==> src/rtl/adder_stim_pkg.sv <==
// Shared types and helpers for the adder stimulus controller.
// Holds the controller state encoding, the LFSR tap mask and seed default,
// and the single-step LFSR function used by both the LFSR and the top.
package adder_stim_pkg;

  typedef enum logic [1:0] {
    IDLE    = 2'd0,
    ISSUE   = 2'd1,
    COLLECT = 2'd2,
    DONE    = 2'd3
  } state_t;

  // Taps 64,63,61,60 map to state bits 63,62,60,59.
  localparam logic [63:0] LFSR_TAPS    = 64'hD800_0000_0000_0000;
  localparam logic [63:0] SEED_DEFAULT = 64'h1;

  // One Fibonacci step: shift left, feed the tap parity into bit 0.
  function automatic logic [63:0] lfsr_next(input logic [63:0] s);
    return {s[62:0], ^(s & LFSR_TAPS)};
  endfunction

  // An all-zero seed would lock the LFSR, so it is swapped for the default.
  function automatic logic [63:0] seed_fix(input logic [63:0] s);
    return (s == 64'd0) ? SEED_DEFAULT : s;
  endfunction

endpackage

==> src/rtl/lfsr64.sv <==
// 64-bit Fibonacci LFSR for operand generation.
// load selects the (zero-guarded) seed as the base state; step advances the
// base by two states in one cycle, since every operand pair consumes two.
module lfsr64
  import adder_stim_pkg::*;
(
  input  logic        clk,
  input  logic        rst,
  input  logic        load,
  input  logic [63:0] seed,
  input  logic        step,
  output logic [63:0] q
);

  logic [63:0] base;

  // Pick the state to advance from: a fresh seed on load, else the current state.
  always_comb begin
    base = load ? seed_fix(seed) : q;
  end

  // Hold, reseed, or advance two states per operand pair.
  always_ff @(posedge clk or negedge rst) begin
    if (!rst) begin
      q <= SEED_DEFAULT;
    end else if (step) begin
      q <= lfsr_next(lfsr_next(base));
    end else if (load) begin
      q <= base;
    end
  end

endmodule

==> src/rtl/adder_stim_ctrl.sv <==
// Initiator side of the adder operand/result handshake.
// Issues pseudo-random operand pairs, collects each sum, compares it with a
// locally computed A+B and counts transactions and mismatches.
// Optional macro STIM_TIMEOUT_EN adds a result-wait watchdog; without it the
// controller waits for each result indefinitely and timeout stays 0.
module adder_stim_ctrl
  import adder_stim_pkg::*;
#(
  parameter int WIDTH          = 64,
  parameter int CNT_W          = 16,
  parameter int TIMEOUT_CYCLES = 1024
) (
  input  logic             clk,
  input  logic             rst,
  input  logic             start,
  input  logic [CNT_W-1:0] num_ops,
  input  logic [63:0]      seed,
  output logic [WIDTH-1:0] op_a,
  output logic [WIDTH-1:0] op_b,
  output logic             op_valid,
  input  logic             op_ready,
  input  logic [WIDTH-1:0] res_data,
  input  logic             res_valid,
  output logic             res_ready,
  output logic             busy,
  output logic             done,
  output logic [CNT_W-1:0] op_count,
  output logic [CNT_W-1:0] err_count,
  output logic             timeout
);

  state_t           state;
  logic [CNT_W-1:0] num_ops_q;
  logic [WIDTH-1:0] expected;
  logic [63:0]      lfsr_q;
  logic [63:0]      pair_src;
  logic [63:0]      pair_next;
  logic [CNT_W:0]   next_count;
  logic             start_ok;
  logic             op_xfer;
  logic             res_xfer;
  logic             last_op;
  logic             issue_next;
  logic             load_pair;
  logic [CNT_W-1:0] err_inc;

  // Handshake qualifiers, next-pair selection and the LFSR control.
  always_comb begin
    start_ok   = start && ((state == IDLE) || (state == DONE));
    op_xfer    = (state == ISSUE) && op_valid && op_ready;
    res_xfer   = (state == COLLECT) && res_ready && res_valid;
    next_count = {1'b0, op_count} + (CNT_W+1)'(1);
    last_op    = next_count >= {1'b0, num_ops_q};
    issue_next = res_xfer && !last_op;
    load_pair  = (start_ok && (num_ops != '0)) || issue_next;
    pair_src   = start_ok ? seed_fix(seed) : lfsr_q;
    pair_next  = lfsr_next(pair_src);
    err_inc    = (&err_count) ? err_count : err_count + CNT_W'(1);
  end

  lfsr64 u_lfsr (
    .clk  (clk),
    .rst  (rst),
    .load (start_ok),
    .seed (seed),
    .step (load_pair),
    .q    (lfsr_q)
  );

`ifdef STIM_TIMEOUT_EN
  localparam int WAIT_W = $clog2(TIMEOUT_CYCLES + 1);
  logic [WAIT_W-1:0] wait_cnt;
  logic              timeout_q;
  assign timeout = timeout_q;
`else
  assign timeout = 1'b0;
`endif

  // Main controller: start latch, operand issue, result collection and checking.
  always_ff @(posedge clk or negedge rst) begin
    if (!rst) begin
      state     <= IDLE;
      num_ops_q <= '0;
      expected  <= '0;
      op_a      <= '0;
      op_b      <= '0;
      op_valid  <= 1'b0;
      res_ready <= 1'b0;
      op_count  <= '0;
      err_count <= '0;
`ifdef STIM_TIMEOUT_EN
      wait_cnt  <= '0;
      timeout_q <= 1'b0;
`endif
    end else begin
      if (load_pair) begin
        op_a <= pair_src[WIDTH-1:0];
        op_b <= pair_next[WIDTH-1:0];
      end
      case (state)
        IDLE, DONE: begin
          if (start_ok) begin
            num_ops_q <= num_ops;
            op_count  <= '0;
            err_count <= '0;
`ifdef STIM_TIMEOUT_EN
            timeout_q <= 1'b0;
`endif
            if (num_ops != '0) begin
              op_valid <= 1'b1;
              state    <= ISSUE;
            end else begin
              state    <= DONE;
            end
          end
        end
        ISSUE: begin
          if (op_xfer) begin
            expected  <= op_a + op_b;
            op_valid  <= 1'b0;
            res_ready <= 1'b1;
            state     <= COLLECT;
`ifdef STIM_TIMEOUT_EN
            wait_cnt  <= '0;
`endif
          end
        end
        COLLECT: begin
          if (res_xfer) begin
            res_ready <= 1'b0;
            op_count  <= op_count + CNT_W'(1);
            if (res_data != expected) begin
              err_count <= err_inc;
            end
            if (issue_next) begin
              op_valid <= 1'b1;
              state    <= ISSUE;
            end else begin
              state    <= DONE;
            end
          end
`ifdef STIM_TIMEOUT_EN
          // The watchdog fires on the last of TIMEOUT_CYCLES cycles spent waiting.
          else if (wait_cnt == WAIT_W'(TIMEOUT_CYCLES - 1)) begin
            timeout_q <= 1'b1;
            err_count <= err_inc;
            res_ready <= 1'b0;
            state     <= DONE;
          end else begin
            wait_cnt  <= wait_cnt + WAIT_W'(1);
          end
`endif
        end
        default: state <= IDLE;
      endcase
    end
  end

  assign busy = (state == ISSUE) || (state == COLLECT);
  assign done = (state == DONE);

endmodule

==> config.mk <==
export PLATFORM = sky130hd
export DESIGN_NAME = adder_stim_ctrl
export DESIGN_NICKNAME = d
export VERILOG_FILES = /design/src/rtl/adder_stim_pkg.sv /design/src/rtl/lfsr64.sv /design/src/rtl/adder_stim_ctrl.sv
export SDC_FILE = /design/constraint.sdc
export NUM_CORES = 1
export LEC_CHECK = 0
export CAP_MARGIN = 20
export CORE_MARGIN = 5
export CORE_UTILIZATION = 54
export DETAILED_ROUTE_END_ITERATION = 12
export MAX_ROUTING_LAYER = met4
export PLACE_DENSITY = 0.93
export SYNTH_ARGS = -nofsm -noshare
export SYNTH_HDL_FRONTEND = slang
export SYNTH_HIERARCHICAL = 1
export SYNTH_SLANG_ARGS = --single-unit
==> constraint.sdc <==
create_clock -name clk -period 5.1 [get_ports clk]
set_input_delay 1.02 -clock clk [delete_from_list [all_inputs] [get_ports clk]]
set_output_delay 1.02 -clock clk [all_outputs]
set_load 0.03 [all_outputs]
**After elaboration in Yosys (flattened, before gate mapping)**

Cells that the tools add are included.
Widths: inputs -> output; s select.

- Muxes and demuxes: 26
- Reductions and logical operators: 28
- Order comparisons: 1
- Add/sub/neg operators: 4
- Eq/ne operators: 11

Operators with widths:

| kind | number |
|---|---|
| $mux 64 | 4 |
| $reduce_xor 64->1 | 2 |
| $mux 16 | 5 |
| $add 64x64->64 | 1 |
| $logic_not 64->1 | 1 |
| $ne 64x64->1 | 1 |
| $pmux 16 s2 | 2 |
| $add 16x1->16 const B | 2 |
| $add 16x1->17 const B | 1 |
| $ge 17x16->1 | 1 |
| $reduce_and 16->1 | 1 |
| $reduce_bool 16->1 | 1 |
| $ne 2x2->1 const B | 6 |
| $mux 2 | 5 |
| $reduce_and 5->1 | 2 |
| $reduce_and 3->1 | 3 |
| $logic_and 1x1->1 | 7 |
| $mux 1 | 7 |
| $pmux 2 s3 | 1 |
| $reduce_bool 2->1 | 3 |
| $eq 2x2->1 const B | 2 |
| $reduce_and 2->1 | 2 |
| $logic_or 1x1->1 | 3 |
| $pmux 1 s3 | 1 |
| 6 further kinds | 6 |

- Register bits after elaboration: 308
- Output and inout bits: 165
- Logic and storage cells: 80
- Input bits: 149

**Logic depth before layout (Yosys ltp)**

Gate-level depths: netlist of run 1.

- Depth in word-level cells: 7
- Mapped depth: 22
- Depth with buffers taken out: 16

**Hierarchy**

Netlist of run 1, hierarchy kept.

By module, submodules not included:

| module | sequential area each (um^2) | area an instance (um^2) | instances | cells an instance |
|---|---|---|---|---|
| adder_stim_ctrl | 4529.3 | 13265.2 | 1 | 1559 |
| lfsr64 | 1602.8 | 3319.4 | 1 | 198 |

**Worst setup path after synthesis of run 1**

No wires, ideal clock.

- Path type: reg2reg
- Start: reg op_count[0]
- End: reg u_lfsr.q[10]
- Data arrival time: 4.347 ns
- Required time: 4.961 ns
- Period minus slack after synthesis: 4.485 ns
- Path buffers: 5
- Slack: 0.615 ns
- Setup time: 0.139 ns
- Cell stages (with the launch flop): 21
- Path through: dfrtp_1 ha_1 and3_1 clkbuf_1 nand3_1 nor2_1 nand3_1 xnor2_1 ha_1 nand4_1 nor4_1 nor3_1 o21ai_1 nor3_1 inv_1 o211ai_1 buf_2 buf_2 buf_2 buf_2 mux4_2

- Word-level cells in the longest chain between the ends: 6
- Elaborated cells between the ends (all ways): 7

Ends and longest elaborated chain:

| what | line | source |
|---|---|---|
| start: declaration | adder_stim_ctrl.sv:27 | `output logic [CNT_W-1:0] op_count,` |
| start signal: assignment | adder_stim_ctrl.sv:131 | `op_count <= op_count + CNT_W'(1);` |
| $add 16x1->17 * | adder_stim_ctrl.sv:52 | `next_count = {1'b0, op_count} + (CNT_W+1)'(1);` |
| $ge 17x16->1 * | adder_stim_ctrl.sv:53 | `last_op = next_count >= {1'b0, num_ops_q};` |
| $logic_not 1->1 * | adder_stim_ctrl.sv:54 | `issue_next = res_xfer && !last_op;` |
| $logic_and 1x1->1 * | adder_stim_ctrl.sv:54 |  |
| $logic_or 1x1->1 * | adder_stim_ctrl.sv:55 | `load_pair = (start_ok && (num_ops != '0)) \|\| issue_next;` |
| net load_pair | adder_stim_ctrl.sv:44 | `logic load_pair;` |
| $mux 64 / $reduce_bool 2->1 (equally long branches) | - |  |
| end signal: assignment | lfsr64.sv:27 | `q <= lfsr_next(lfsr_next(base));` |
| end signal: assignment | lfsr64.sv:29 | `q <= base;` |
| end: declaration | lfsr64.sv:12 | `output logic [63:0] q` |

Mark *: on every way through the listed nets, which the timed path passes. The rest lies on a longest branch.
A chain may end at the register's enable or synchronous reset.

**Final worst setup path of run 1**

- Start: reg op_count[0]
- End: reg u_lfsr.q[18]

- Word-level cells in the longest chain between the ends: 6
- Elaborated cells between the ends (all ways): 7

Ends and longest elaborated chain:

| what | line |
|---|---|
| $add 16x1->17 * | adder_stim_ctrl.sv:52 |
| $ge 17x16->1 * | adder_stim_ctrl.sv:53 |
| $logic_not 1->1 * | adder_stim_ctrl.sv:54 |
| $logic_and 1x1->1 * | adder_stim_ctrl.sv:54 |
| $logic_or 1x1->1 * | adder_stim_ctrl.sv:55 |
| $mux 64 / $reduce_bool 2->1 (equally long branches) | - |

Mark *: on every way between the ends. The rest lies on a longest branch, timed or not.

==> run metrics, run 1 <==
status complete, no violations; Arrival @ worst endpoint 4.70 ns; vias in the first global route about 15,000; # DRC 0; yosys warns 6; final period utilization a little over four fifths; Vias 14,900; IO buf count approximately 310; Largest delay share family, worst path simple AND/OR/NAND/NOR gates; gr ovfl total 0; Layout fillers around 2,300; Hold WS around 0.48 ns; Yosys reg bits roughly 250; drt wl/cell about 23 um; core area just over 30,000 sq um; GPL Wtd Cong roughly 0.94; Post-DP HPWL slightly above 40,000 um; Hold-fix buffers, CTS 0; Hold Path Class in -> async; Rel. slew slack 32.6%; Final Hold Fails 0; site row count 64; CTS tree yes; CP startpoint kind register; clk slew on worst S/H paths ~0.060 ns; Mapped Nets approximately 2,000; top layer reached by signal wires met4; Routed WL between 50,000 and 60,000 um; Max-Cap Viols 0; WL met1 ~23,000 um; CP Capture Type register; Die W around 190 um; Total GRT Usage about a third; die footprint approximately 34,000 sq um; Post-synth ARST share between 90% and 100%; Top FF cell, synth dfrtp_1; register area share after synthesis approximately 37%; Setup TNS 0 ns; synthesized cell area between 15,000 and 20,000 sq um; Post-synth EDFFs 0; nets 2,204; DRT iter0 DRCs roughly 1,800; maximum clock path buffer count 3; RSZ-0062 raised after global routing no; antenna fix cells 0; met2 wire length ~25,000 um; Clock Tree Root clkbuf_16; Clock Skews around 0.0084 ns; Cells after Synth around 1,800; # setup viols final 0; Worst Max-Slew Pin Slew 1.01 ns; Die Ht 185 um; CP bufs+invs 3; final core utilization just under 70%; Inserted Clock Buffers 26; Initial Util 54.5%; Detailed Routing Iterations Pass 1 5; f_max 233 MHz; Final ANT Viol Nets 0; area grow syn2layout 23.5%; post-CTS setup buffer count 0; layout cell share with drive strength beyond 1 between 6 and 7%; WS Path Type reg -> reg; # IOs 314; initial antenna violation count 0; routed vias/inst between 6 and 7; H-Tree Depth 1; slowest cell on the critical path mux4_2; # resized after CTS 0; worst path cell trace ha_1, and3_1, nand3_1, nor2_1, nand3_1, xnor2_1, ha_1, nand4_1, nor4_1, nor3_1, o21ai_1, nor3_1, inv_1, o211ai_1, buf_4, buf_12, mux4_2; Avg Cell Area, Syn about 9.4 sq um; Critical Path RT approximately 5.5 ns; first-pass GRT wire length ~83,000 um; metal3 WL 4400 um; largest net degree at the start of global routing 120; Crit Path Max Fanout 96; fin. max-slew vios 0; CTS Sinks approximately 250; Largest stage delay, worst path 0.59 ns; fin crit period 4.30 ns; worst-skew pair later-pin latency about 0.54 ns; Synth cell types between 60 and 70
==> cell type report <==
cell class | instances | area [sq um] | share of cell area, %
clock buffer | 36 | 790 | 3.85
clock inverter | 9 | 128 | 0.623
inverter | 51 | 193 | 0.941
multi-input combinational | 1319 | 9480 | 46.3
sequential | 245 | 6130 | 29.9
tap | 396 | 495 | 2.42
timing repair buffer | 326 | 3270 | 16.0
==> state kept, by name (all words and copies together), names as in the netlist <==
| name | flops |
|---|---|
| op_valid | 1 |
| expected | 64 |
| u_lfsr/q | 64 |
| op_count | 16 |
| op_a | 64 |
| err_count | 16 |
| state | 2 |
| op_b | 1 |
| res_ready | 1 |
| num_ops_q | 16 |
==> synthesized netlist by cell type, drive strengths merged (37+ instances only) <==
master,number,area share (%)
a21o,39,1.8
a21oi,164,5.0
buf,93,3.7
clkbuf,49,1.1
dfrtp,244,37
ha,85,6.4
inv,51,1.2
mux2i,89,5.4
mux4,48,6.5
nand2,167,3.8
nand4,37,1.4
nor2,122,2.8
nor4,60,2.3
o21ai,130,3.9
xnor2,50,2.6
xor2,105,5.5
==> placed cells by master (no fill, tap or decap), types with 14 or more instances in the layout <==
cell | Yosys | layout
o21ai_1 | 35 | 35
and3_1 | 14 | 14
dfrtp_1 | 244 | 244
clkdlybuf4s50_1 | 0 | 311
nand2_1 | 166 | 165
nor4_1 | 59 | 59
xor2_1 | 105 | 105
mux2i_1 | 89 | 89
nand3_1 | 34 | 33
ha_1 | 85 | 85
a21oi_1 | 160 | 160
clkbuf_16 | 0 | 27
a21o_1 | 39 | 39
nor3_1 | 20 | 20
nor2_1 | 121 | 121
o21ai_0 | 95 | 95
nand4_1 | 37 | 37
inv_1 | 51 | 50
mux4_2 | 47 | 47
xnor2_1 | 50 | 50
==> layer usage <==
metal / track usage [%] / vias to the layer above
li1: - / 6758
met1: 44.4 / 7240
met2: 48.3 / 782
met3: 4.30 / 112
met4: 9.28 / 0
met5: - / -
==> path summary, 6_finish.rpt <==
kind / start / endpoint / slack, ns / cells past startpoint
setup reg to reg: op_count[0] / u_lfsr/q[18] / 0.80 / 17
hold reg to reg: expected[22] / expected[22] / 0.50 / 2
hold / removal: rst / u_lfsr/q[18] / 0.48 / 1
min in group clk: expected[22] / expected[22] / 0.50 / 2
max in group asynchronous: rst / op_count[3] / 3.52 / 2
setup / recovery: op_count[0] / u_lfsr/q[18] / 0.80 / 17
==> logic make-up (layout without fill, tap and decap cells) <==
kind of cell	Yosys count	count (layout)	synth area share, %
compound gates	436	436	15.8
xor+xnor	155	155	8.19
fa+ha+maj	86	86	6.53
simple gates	501	501	14.4
buf+inv	193	422	6.01
other cells	1	1	0.0226
mux	140	140	12.1
flops	245	245	37.0
==> through the flow <==
stage	instances	setup slack [ns]	instance area, sq um
finish	2382	0.803	20500
global route	2382	0.492	20500
CTS	2382	0.862	20500
detailed placement	2337	0.919	19600
global placement	2337	1.03	19600
floorplan	1757	0.615	16600
Power of run 1 is not shown: default switching activity piles up to over one toggle a cycle in this logic, so the estimate is an artifact.
==> inputs of run 2 (changes only) <==
- clock period: 5.1 -> 4.2 ns (I/O delays scaled with it)
==> run 2 against run 1 <==
Wire length up 2.3%; core utilization up 0.42 points; hold slack worse by 0.15 ns; design area up 0.62%; clock-buffer cell count up 1; setup slack worse by 0.56 ns; fmax up 8.6%.
==> run metrics, run 2 (synthesis results as in run 1) <==
Hold-fix buffers, CTS 0 (unchanged); Post-DP HPWL 42,100 um (was 41,000 um); Critical Path RT 4.60 ns (was 5.50 ns); worst path cell trace ha_1, and3_2, nand3_2, nor2_2, nand3_1, xnor2_1, ha_1, nand4_1, nor4_1, nor3_1, o21ai_1, nor3_1, inv_1, o211ai_1, bufbuf_16, buf_12, mux4_2 (was ha_1, and3_1, nand3_1, nor2_1, nand3_1, xnor2_1, ha_1, nand4_1, nor4_1, nor3_1, o21ai_1, nor3_1, inv_1, o211ai_1, buf_4, buf_12, mux4_2); crit path from op_count[0] (unchanged); Peak VDD IR approximately 0.00047 V; die footprint 34,300 sq um (unchanged); f_max 253 MHz (was 233 MHz); Clock Skews 0.0182 ns (was 0.00835 ns); Crit Path Max Fanout 27 (was 96); CTS tree yes (unchanged); Final Hold Fails 0 (unchanged); PnR worst setup slack 0.245 ns (was 0.803 ns); core area 30,400 sq um (unchanged); maximum clock path buffer count 3 (unchanged); final std cells w/o fill 2,392 (was 2,382); fin crit period 3.96 ns (was 4.30 ns); area grow syn2layout 24.3% (was 23.5%); met1 Usage GRT 44.4% (about the same); Initial Util 54.5% (unchanged); Layout fillers 2,270 (was 2,267); gr ovfl total 0 (unchanged); Register Area 6140 sq um (was 6130 sq um); layout cell share with drive strength beyond 1 7.26% (was 6.50%); drt wl/cell 23.0 um (was 22.6 um); Setup TNS 0 ns (unchanged); initial antenna violation count 0 (unchanged); Max-Cap Viols 0 (unchanged); WS Path Type reg -> reg (unchanged); CTS Sinks 245 (unchanged); antenna fix cells 0 (unchanged); largest net degree at the start of global routing 110 (was 120); final period utilization 94.2% (was 84.3%); slowest cell on the critical path mux4_2 (unchanged); H-Tree Depth 1 (unchanged); Arrival @ worst endpoint 4.35 ns (was 4.70 ns); Final ANT Viol Nets 0 (unchanged); fin. max-slew vios 0 (unchanged); Rel. slew slack 31.9% (was 32.6%); # DRC 0 (unchanged); site row count 64 (unchanged); commonest non-fill, non-tap cell in the layout clkdlybuf4s50_1 (unchanged); Routed WL 55,000 um (was 53,800 um); DRT iter0 DRCs 1,808 (was 1,769); multi-input logic area 9500 sq um (was 9480 sq um); status complete, no violations (unchanged); GPL Wtd Cong 0.965 (was 0.935); CP Capture Type register (unchanged); Vias 15,000 (was 14,900); DP Worst Slack 0.231 ns (was 0.919 ns); R2R Path Start op_count[0] (unchanged); most frequent cells in the layout clkdlybuf4s50_1, dfrtp_1, nand2_1 (unchanged); placed insts 2,345 (was 2,337); Die Ht 185 um (unchanged); leading registers by flop count expected (64), op_a (64), u_lfsr/q (64) (unchanged); Total GRT Usage 32.1% (was 31.6%); Clock Tree Root clkbuf_16 (unchanged); CP startpoint kind register (unchanged); Worst Max-Slew Pin Slew 1.02 ns (was 1.01 ns); worst-skew pair later-pin latency 0.53 ns (was 0.54 ns); Hold Path Class in -> async (unchanged); IO buf count 312 (unchanged); busiest grt layer met2 (unchanged); routed vias/inst 6.25 (about the same); nets 2,212 (was 2,204); final core utilization 67.7% (was 67.3%); # IOs 314 (unchanged); M2 GR Usage 50.0% (was 48.3%); Detailed Routing Iterations Pass 1 6 (was 5); first-pass GRT wire length 84,000 um (was 83,300 um); # setup viols final 0 (unchanged); vias in the first global route 14,600 (about the same); clk slew on worst S/H paths 0.06 ns (about the same); Largest stage delay, worst path 0.53 ns (was 0.59 ns); PD cells approximately 1000 nW/um^2; post-CTS setup buffer count 0 (unchanged); RSZ-0062 raised after global routing no (unchanged); GR Util met3 4.22% (was 4.30%); Inserted Clock Buffers 26 (unchanged); Die W 185 um (unchanged); Lkg Pwr 8.95 nW
==> run 2: changes by cell type in the layout (fill, tap and decap cells not counted), sizes merged <==
cell,change
buf,+7
bufbuf,+1
clkbuf,+1
clkinvlp,+1
==> run 2: what timing repair did <==
item | 4_1_cts | 5_1_grt
setup endpoints to repair | 0 | 87
gates resized for setup | 0 | 7
endpoints found under the hold margin | 0 | 0
==> run 2: where the power goes <==
part	switching, mW	leakage (nW)	internal (mW)	total, mW
Clock	0.945	0.441	1.45	2.39
Sequential	1.37	2.95	3.46	4.83
Combinational	8.52	5.56	5.70	14.2
Total	10.8	8.95	10.6	21.4
==> run 2: metrics by stage <==
step | hold WS [ns] | power, mW | instance area, sq um
finish | 0.334 | 21.4 | 20600
global route | 0.401 | 22.7 | 20600
CTS | 0.387 | 21.2 | 20600
detailed placement | 0.490 | 18.6 | 19700
global placement | 0.480 | 18.2 | 19700
floorplan | 0.466 | 14.3 | 16600
==> run 2: metal layers <==
metal / routed length [um] / share of wire (%)
met4: 1900 / 3.5
met2: 25700 / 47
met5: 0 / 0
met3: 4470 / 8.1
met1: 23000 / 42
==> run 2: final timing paths <==
check	to	cells after the start	slack, ns
max in group asynchronous	u_lfsr/q[59]	2	2.80
min reg2reg	expected[14]	2	0.50
max	u_lfsr/q[19]	17	0.24
max reg2reg	u_lfsr/q[19]	17	0.24
min in group clk	expected[14]	2	0.50
min	u_lfsr/q[17]	1	0.33
==> run 2: layout make-up <==
type / count / share of cell area, %
multi-input combinational: 1319 / 46.1
inverter: 51 / 0.935
tap: 396 / 2.40
clock inverter: 10 / 0.637
timing repair buffer: 334 / 16.5
sequential: 245 / 29.8
clock buffer: 37 / 3.70
==> run 2: critical path: cells and delay by family, from the launching register on <==
kind	cells	cell delay [ns]
AO/OA/AOI/OAI	2	0.28
XOR/XNOR	1	0.22
adder cells (fa/ha/maj)	2	0.51
buffers and inverters	3	0.67
flip-flops	1	0.41
multiplexers	1	0.53
AND/OR/NAND/NOR	8	1.17
Power figures use the tool's default switching activity.
==> inputs of run 3 (changes only) <==
- CAP_MARGIN: 20 -> 15
- MAX_ROUTING_LAYER: met4 -> default
==> run 3 against run 2 <==
Wire length up 1.8%; sequential share of layout area hardly changed; flip-flop and latch count unchanged; global-route usage down 0.47 points; clock-buffer cell count rose by 2; clock skew up 0.013 ns; core utilization increased by 0.057 points; fmax about the same; via count up 2.0%; critical path depth unchanged; setup slack worse by 0.0016 ns; non-clock buffer count is the same; largest cell class unchanged.
==> run metrics, run 3 (synthesis results as in run 1) <==
status complete, no violations (unchanged); Arrival @ worst endpoint 4.36 ns (was 4.35 ns); slowest cell on the critical path mux4_2 (unchanged); vias in the first global route 15,000 (was 14,600); nets 2,213 (was 2,212); CP bufs+invs 3 (unchanged); # IOs 314 (unchanged); final period utilization 94.2% (about the same); site row count 64 (unchanged); # DRC 0 (unchanged); largest net degree at the start of global routing 110 (unchanged); Die Ht 185 um (unchanged); CTS tree yes (unchanged); Final Hold Fails 0 (unchanged); fin. max-slew vios 0 (unchanged); GPL Wtd Cong 0.948 (was 0.965); Inserted Clock Buffers 27 (was 26); Initial Util 54.5% (unchanged); met1 Usage GRT 44.1% (was 44.4%); WS Path Type reg -> reg (unchanged); Total GRT Usage 31.6% (was 32.1%); # setup viols final 0 (unchanged); Final ANT Viol Nets 0 (unchanged); CP startpoint kind register (unchanged); CTS Sinks 245 (unchanged); Post-DP HPWL 42,500 um (was 42,100 um); clk slew on worst S/H paths 0.07 ns (was 0.06 ns); Rel. slew slack 35.2% (was 31.9%); most frequent cells in the layout clkdlybuf4s50_1, dfrtp_1, nand2_1 (unchanged); area grow syn2layout 24.4% (was 24.3%); dpl cell area 19,700 sq um (about the same); Hold WS 0.314 ns (was 0.334 ns); M2 GR Usage 51.0% (was 50.0%); PnR worst setup slack 0.243 ns (was 0.245 ns); commonest non-fill, non-tap cell in the layout clkdlybuf4s50_1 (unchanged); CP Capture Type register (unchanged); leading registers by flop count expected (64), op_a (64), u_lfsr/q (64) (unchanged); post-CTS setup buffer count 0 (unchanged); fin crit period 3.96 ns (about the same); Routed WL 56,000 um (was 55,000 um); busiest grt layer met2 (unchanged); Clock Tree Root clkbuf_16 (unchanged); Die W 185 um (unchanged); first-pass GRT wire length 85,600 um (was 84,000 um); f_max 253 MHz (about the same); cell area after layout 20,600 sq um (about the same); DP Worst Slack 0.119 ns (was 0.231 ns); H-Tree Depth 1 (unchanged); Critical Path RT 4.60 ns (about the same); initial antenna violation count 2 (was 0); worst path cell trace and3_1, and3_1, nand3_1, nor2_2, nand4_1, xnor2_2, ha_1, nand4_1, nor4_1, nor3_1, o21ai_1, nor3_1, inv_1, o211ai_1, buf_12, buf_4, mux4_2 (was ha_1, and3_2, nand3_2, nor2_2, nand3_1, xnor2_1, ha_1, nand4_1, nor4_1, nor3_1, o21ai_1, nor3_1, inv_1, o211ai_1, bufbuf_16, buf_12, mux4_2); drt wl/cell 23.4 um (was 23.0 um); routed vias/inst 6.37 (was 6.25); DRT iter0 DRCs 1,758 (was 1,808); maximum clock path buffer count 3 (unchanged); core area 30,400 sq um (unchanged); antenna fix cells 0 (unchanged); Max-Cap Viols 0 (unchanged); IO buf count 312 (unchanged); Largest stage delay, worst path 0.54 ns (was 0.53 ns); Largest delay share family, worst path simple AND/OR/NAND/NOR gates (unchanged); Vias 15,200 (was 15,000); Crit Path Max Fanout 13 (was 27); gr ovfl total 0 (unchanged); Clock Skews 0.0315 ns (was 0.0182 ns); Detailed Routing Iterations Pass 1 6 (unchanged); Hold Path Class in -> async (unchanged); final std cells w/o fill 2,393 (was 2,392); die footprint 34,300 sq um (unchanged); worst-skew pair later-pin latency 0.55 ns (was 0.53 ns); GR Util met3 5.13% (was 4.22%); placed insts 2,345 (unchanged); Worst Max-Slew Pin Slew 0.971 ns (was 1.02 ns); layout cell share with drive strength beyond 1 7.36% (was 7.26%)
==> run 3: cell type report <==
class | count | area [sq um]
clock inverter | 9 | 126
fill | 2228 | 9800
timing repair buffer | 334 | 3380
multi-input combinational | 1319 | 9490
tap | 396 | 495
inverter | 51 | 193
clock buffer | 39 | 801
sequential | 245 | 6140
==> run 3: per-layer routing <==
layer  vias up  wire [um]
li1       6777          -
met1      7418      22600
met2       919      26300
met3       130       5090
met4         4       1950
met5         -         27
==> run 3: final timing paths <==
| path | from | endpoint | slack (ns) | cells after the start |
|---|---|---|---|---|
| worst max-delay path | op_count[2] | u_lfsr/q[50] | 0.24 | 17 |
| worst min-delay path | rst | u_lfsr/q[17] | 0.31 | 1 |
| worst max register to register | op_count[2] | u_lfsr/q[50] | 0.24 | 17 |
| worst min register to register | expected[18] | expected[18] | 0.50 | 2 |
| max in group asynchronous | rst | op_count[3] | 2.89 | 2 |
| min in group clk | expected[18] | expected[18] | 0.50 | 2 |
==> run 3: per-stage QoR <==
| step | TNS (ns) | utilization, % |
|---|---|---|
| 6_report | 0 | 67.8 |
| 5_1_grt | -0.00767 | 67.8 |
| 4_1_cts | 0 | 67.7 |
| 3_5_place_dp | 0 | 64.6 |
| 3_3_place_gp | 0 | 64.6 |
| 2_1_floorplan | 0 | - |
==> run 3: what timing repair did <==
action | 4_1_cts | 5_1_grt
hold buffers | 0 | 0
resized for setup | 0 | 8
setup endpoints to repair | 0 | 90
Power of run 3 is left out for the same reason.
==> patch (config.mk and constraints of run 3) <==
Put one more register stage on the output `op_count`, with the module's reset. The value now appears one clock later. The other outputs are not delayed to match.
--- a/src/rtl/adder_stim_ctrl.sv
+++ b/src/rtl/adder_stim_ctrl.sv
@@ -29,6 +29,8 @@
   output logic             timeout
 );
 
+  logic [CNT_W-1:0] op_count_s0;
+
   state_t           state;
   logic [CNT_W-1:0] num_ops_q;
   logic [WIDTH-1:0] expected;
@@ -49,7 +51,7 @@
     start_ok   = start && ((state == IDLE) || (state == DONE));
     op_xfer    = (state == ISSUE) && op_valid && op_ready;
     res_xfer   = (state == COLLECT) && res_ready && res_valid;
-    next_count = {1'b0, op_count} + (CNT_W+1)'(1);
+    next_count = {1'b0, op_count_s0} + (CNT_W+1)'(1);
     last_op    = next_count >= {1'b0, num_ops_q};
     issue_next = res_xfer && !last_op;
     load_pair  = (start_ok && (num_ops != '0)) || issue_next;
@@ -86,7 +88,7 @@
       op_b      <= '0;
       op_valid  <= 1'b0;
       res_ready <= 1'b0;
-      op_count  <= '0;
+      op_count_s0 <= '0;
       err_count <= '0;
 `ifdef STIM_TIMEOUT_EN
       wait_cnt  <= '0;
@@ -101,7 +103,7 @@
         IDLE, DONE: begin
           if (start_ok) begin
             num_ops_q <= num_ops;
-            op_count  <= '0;
+            op_count_s0 <= '0;
             err_count <= '0;
 `ifdef STIM_TIMEOUT_EN
             timeout_q <= 1'b0;
@@ -128,7 +130,7 @@
         COLLECT: begin
           if (res_xfer) begin
             res_ready <= 1'b0;
-            op_count  <= op_count + CNT_W'(1);
+            op_count_s0 <= op_count_s0 + CNT_W'(1);
             if (res_data != expected) begin
               err_count <= err_inc;
             end
@@ -159,5 +161,13 @@
   assign busy = (state == ISSUE) || (state == COLLECT);
   assign done = (state == DONE);
 
+  always_ff @(posedge clk or negedge rst) begin
+    if (!rst) begin
+      op_count <= '0;
+    end else begin
+      op_count <= op_count_s0;
+    end
+  end
+
 endmodule
 
Behaviour: not the same (Yosys sat finds a counterexample within 4 cycles, from zero or initial values and one cycle with rst low).
==> patch against run 3 <==
- sequential cell count grew 16
- utilization up 0.19 points
- worst setup slack lost 0.075 ns
- routed wire length grew 1.1%
- design area grew 3.7%
- fmax fell by 1.9%
- area after synthesis rose by 3.4%
- count of clock-buffer cells in the layout down 4
- critical path depth rose by 2
- global-route usage down 1.1 points
- critical path type unchanged
- highest routed layer is now met4
Power is not shown: default switching activity piles up to over one toggle a cycle in this logic, so the estimate is an artifact.
==> patch: results (changes against run 3) <==
| Metric | Value |
|---|---|
| WP data arrival | `4.45 ns (+0.09 ns)` |
| Placed instance count | `2360 (+0.64%)` |
| Ant. Diodes | `0 (unchanged)` |
| Port Buf Inserts | `312 (unchanged)` |
| Fraction of the yosys area taken by sequential cells | `38.10% (+1.1 points)` |
| Gr usage total | `30.50% (-1.1 points)` |
| Initial antenna violation count | `0 (-2)` |
| Largest net degree at the start of global routing | `121 (+10%)` |
| Worst Path Max Fanout | `11 (-2)` |
| Iter 0 DRT Violations | `1673 (-4.8%)` |
| Rel. slew slack | `20.13% (-15 points)` |
| First-pass GRT wire length | `86730 um (+1.4%)` |
| Async S/R FF share, synth | `100.0% (unchanged)` |
| Slowest CP cell | `dfrtp_1` |
| H-tree levels | `1 (unchanged)` |
| Post-Syn Area per Cell | `9.594 sq um (+1.6%)` |
| Synthesized Nets | `2022 (+1.5%)` |
| Fill count | `2239 (+0.49%)` |
| Worst hold path type | `input port to asynchronous set/reset pin` |
| Top cell family by delay on the critical path | `simple AND/OR/NAND/NOR gates` |
| Layout cells sized above 1 | `8.358% (+1.0 points)` |
| Hold buffers post-CTS | `0 (unchanged)` |
| CP max stage delay | `0.42 ns (-0.12 ns)` |
| Total CTS buffers | `28 (+3.7%)` |
| Clk slew on worst S/H paths | `0.07 ns (about the same)` |
| Top Registers | `expected: 64 flops, op_a: 64 flops, u_lfsr/q: 64 flops` |
| Post-synthesis xor/xnor area fraction | `7.867% (-0.32 points)` |
| YS warnings | `6 (unchanged)` |
| Setup Skew | `0.01389 ns (-0.01758 ns)` |
| Synth Area in Adders | `6.320% (-0.21 points)` |
| Top_reg_cell synth | `dfrtp_1` |
| Vias in the first global route | `15220 (+1.4%)` |
| Yosys cell types | `79 (+20%)` |
| Vias/cell | `6.353 (-0.29%)` |
| Skew-Pair Late Insertion Delay | `0.55 ns (about the same)` |
| # nets final | `2235 (+0.99%)` |
| Clk buf depth | `3 (unchanged)` |
| GP Congestion | `0.9533 (+0.52%)` |
| Post-DP HPWL | `41090 um (-3.3%)` |
| Outcome | `complete, no violations` |
| Drt first pass iters | `6 (unchanged)` |
| WL per Instance | `23.37 um (-0.16%)` |
| Synth Area in Compound Gates | `15.65% (-0.11 points)` |
| CTS root buf | `clkbuf_16` |
| Commonest cells in the netlist | `260 x dfrtp_1, 161 x a21oi_1, 160 x nand2_1` |
| Total Wirelength | `56660 um (+1.1%)` |
| Synth area leaders | `dfrtp_1 38%, ha_1 6.2%, mux4_2 6.2%, mux2i_1 5.4%, xor2_1 5.2%` |
| Mux cell area share after synthesis | `11.95% (-0.16 points)` |
==> patch: final cells by class <==
| class | count | area, sq um | share of cell area, % |
|---|---|---|---|
| clock inverters | 17 | 236.5 | 1.105 |
| multi-input cells | 1326 | 9647 | 45.09 |
| flip-flops and latches | 261 | 6536 | 30.55 |
| well taps | 402 | 503.0 | 2.351 |
| clock buffers | 35 | 808.3 | 3.778 |
| inverters | 43 | 162.7 | 0.7602 |
| repair buffers | 340 | 3503 | 16.37 |
==> patch: cell families after synthesis <==
logic type                 Yosys count
xor gates and xnor gates           154
and+or+nand+nor                    498
AOI/OAI and AO/OA                  440
DFF                                261
buffers and inverters              203
muxes                              144
other                                1
adders and majority gates           86
==> patch: final timing paths <==
| path | startpoint | endpoint | slack (ns) | depth (start not counted) |
|---|---|---|---|---|
| hold / removal | rst | op_a[12]$_DFFE_PN0P_ | 0.29 | 1 |
| hold reg to reg | op_count_s0[4]$_DFFE_PN0P_ | op_count[4]$_DFF_PN0_ | 0.46 | 0 |
| min in group clk | op_count_s0[4]$_DFFE_PN0P_ | op_count[4]$_DFF_PN0_ | 0.46 | 0 |
| setup / recovery | op_count_s0[1]$_DFFE_PN0P_ | u_lfsr/q[58]$_DFFE_PN0P_ | 0.17 | 19 |
| setup reg to reg | op_count_s0[1]$_DFFE_PN0P_ | u_lfsr/q[58]$_DFFE_PN0P_ | 0.17 | 19 |
| max in group asynchronous | rst | op_count_s0[0]$_DFFE_PN0P_ | 2.81 | 2 |
==> patch: worst reg2reg max path, stage by stage, from the launching register on <==
cell	delay, ns
dfrtp_1	0.42
ha_2	0.25
and3_4	0.23
and3_2	0.23
and3_1	0.21
nand3_1	0.13
xnor2_2	0.17
ha_1	0.30
nand4_1	0.10
nor4_1	0.27
nor3_1	0.11
nand2_1	0.09
nor3_1	0.05
a21o_2	0.26
or2_2	0.41
buf_4	0.18
clkbuf_16	0.15
buf_4	0.18
nor2_1	0.11
a21oi_1	0.05
==> patch: per-layer routing <==
metal	GRT usage (%)	up-vias	wire, um
li1	-	6859	-
met1	43.04	7454	23140
met2	47.88	934	25750
met3	5.502	153	5491
met4	10.50	0	2275
met5	0	-	0
==> patch: repair_timing <==
item / in CTS / in global routing
buffers inserted: 1 / 4
pin swaps: 1 / 3
endpoints found under the setup margin: 49 / 109
resized for setup: 1 / 14
gates cloned: 2 / 5
==> patch: stage by stage <==
step	hold WS (ns)	setup slack (ns)	area [sq um]	setup TNS (ns)
4_1_cts	0.3491	0.007167	21220	0
2_1_floorplan	0.3519	0.002830	17160	0
5_1_grt	0.3987	-0.01583	21400	-0.01654
3_3_place_gp	0.4165	0.2421	20150	0
3_5_place_dp	0.4274	-0.002387	20150	-0.002387
6_report	0.2939	0.1678	21400	0
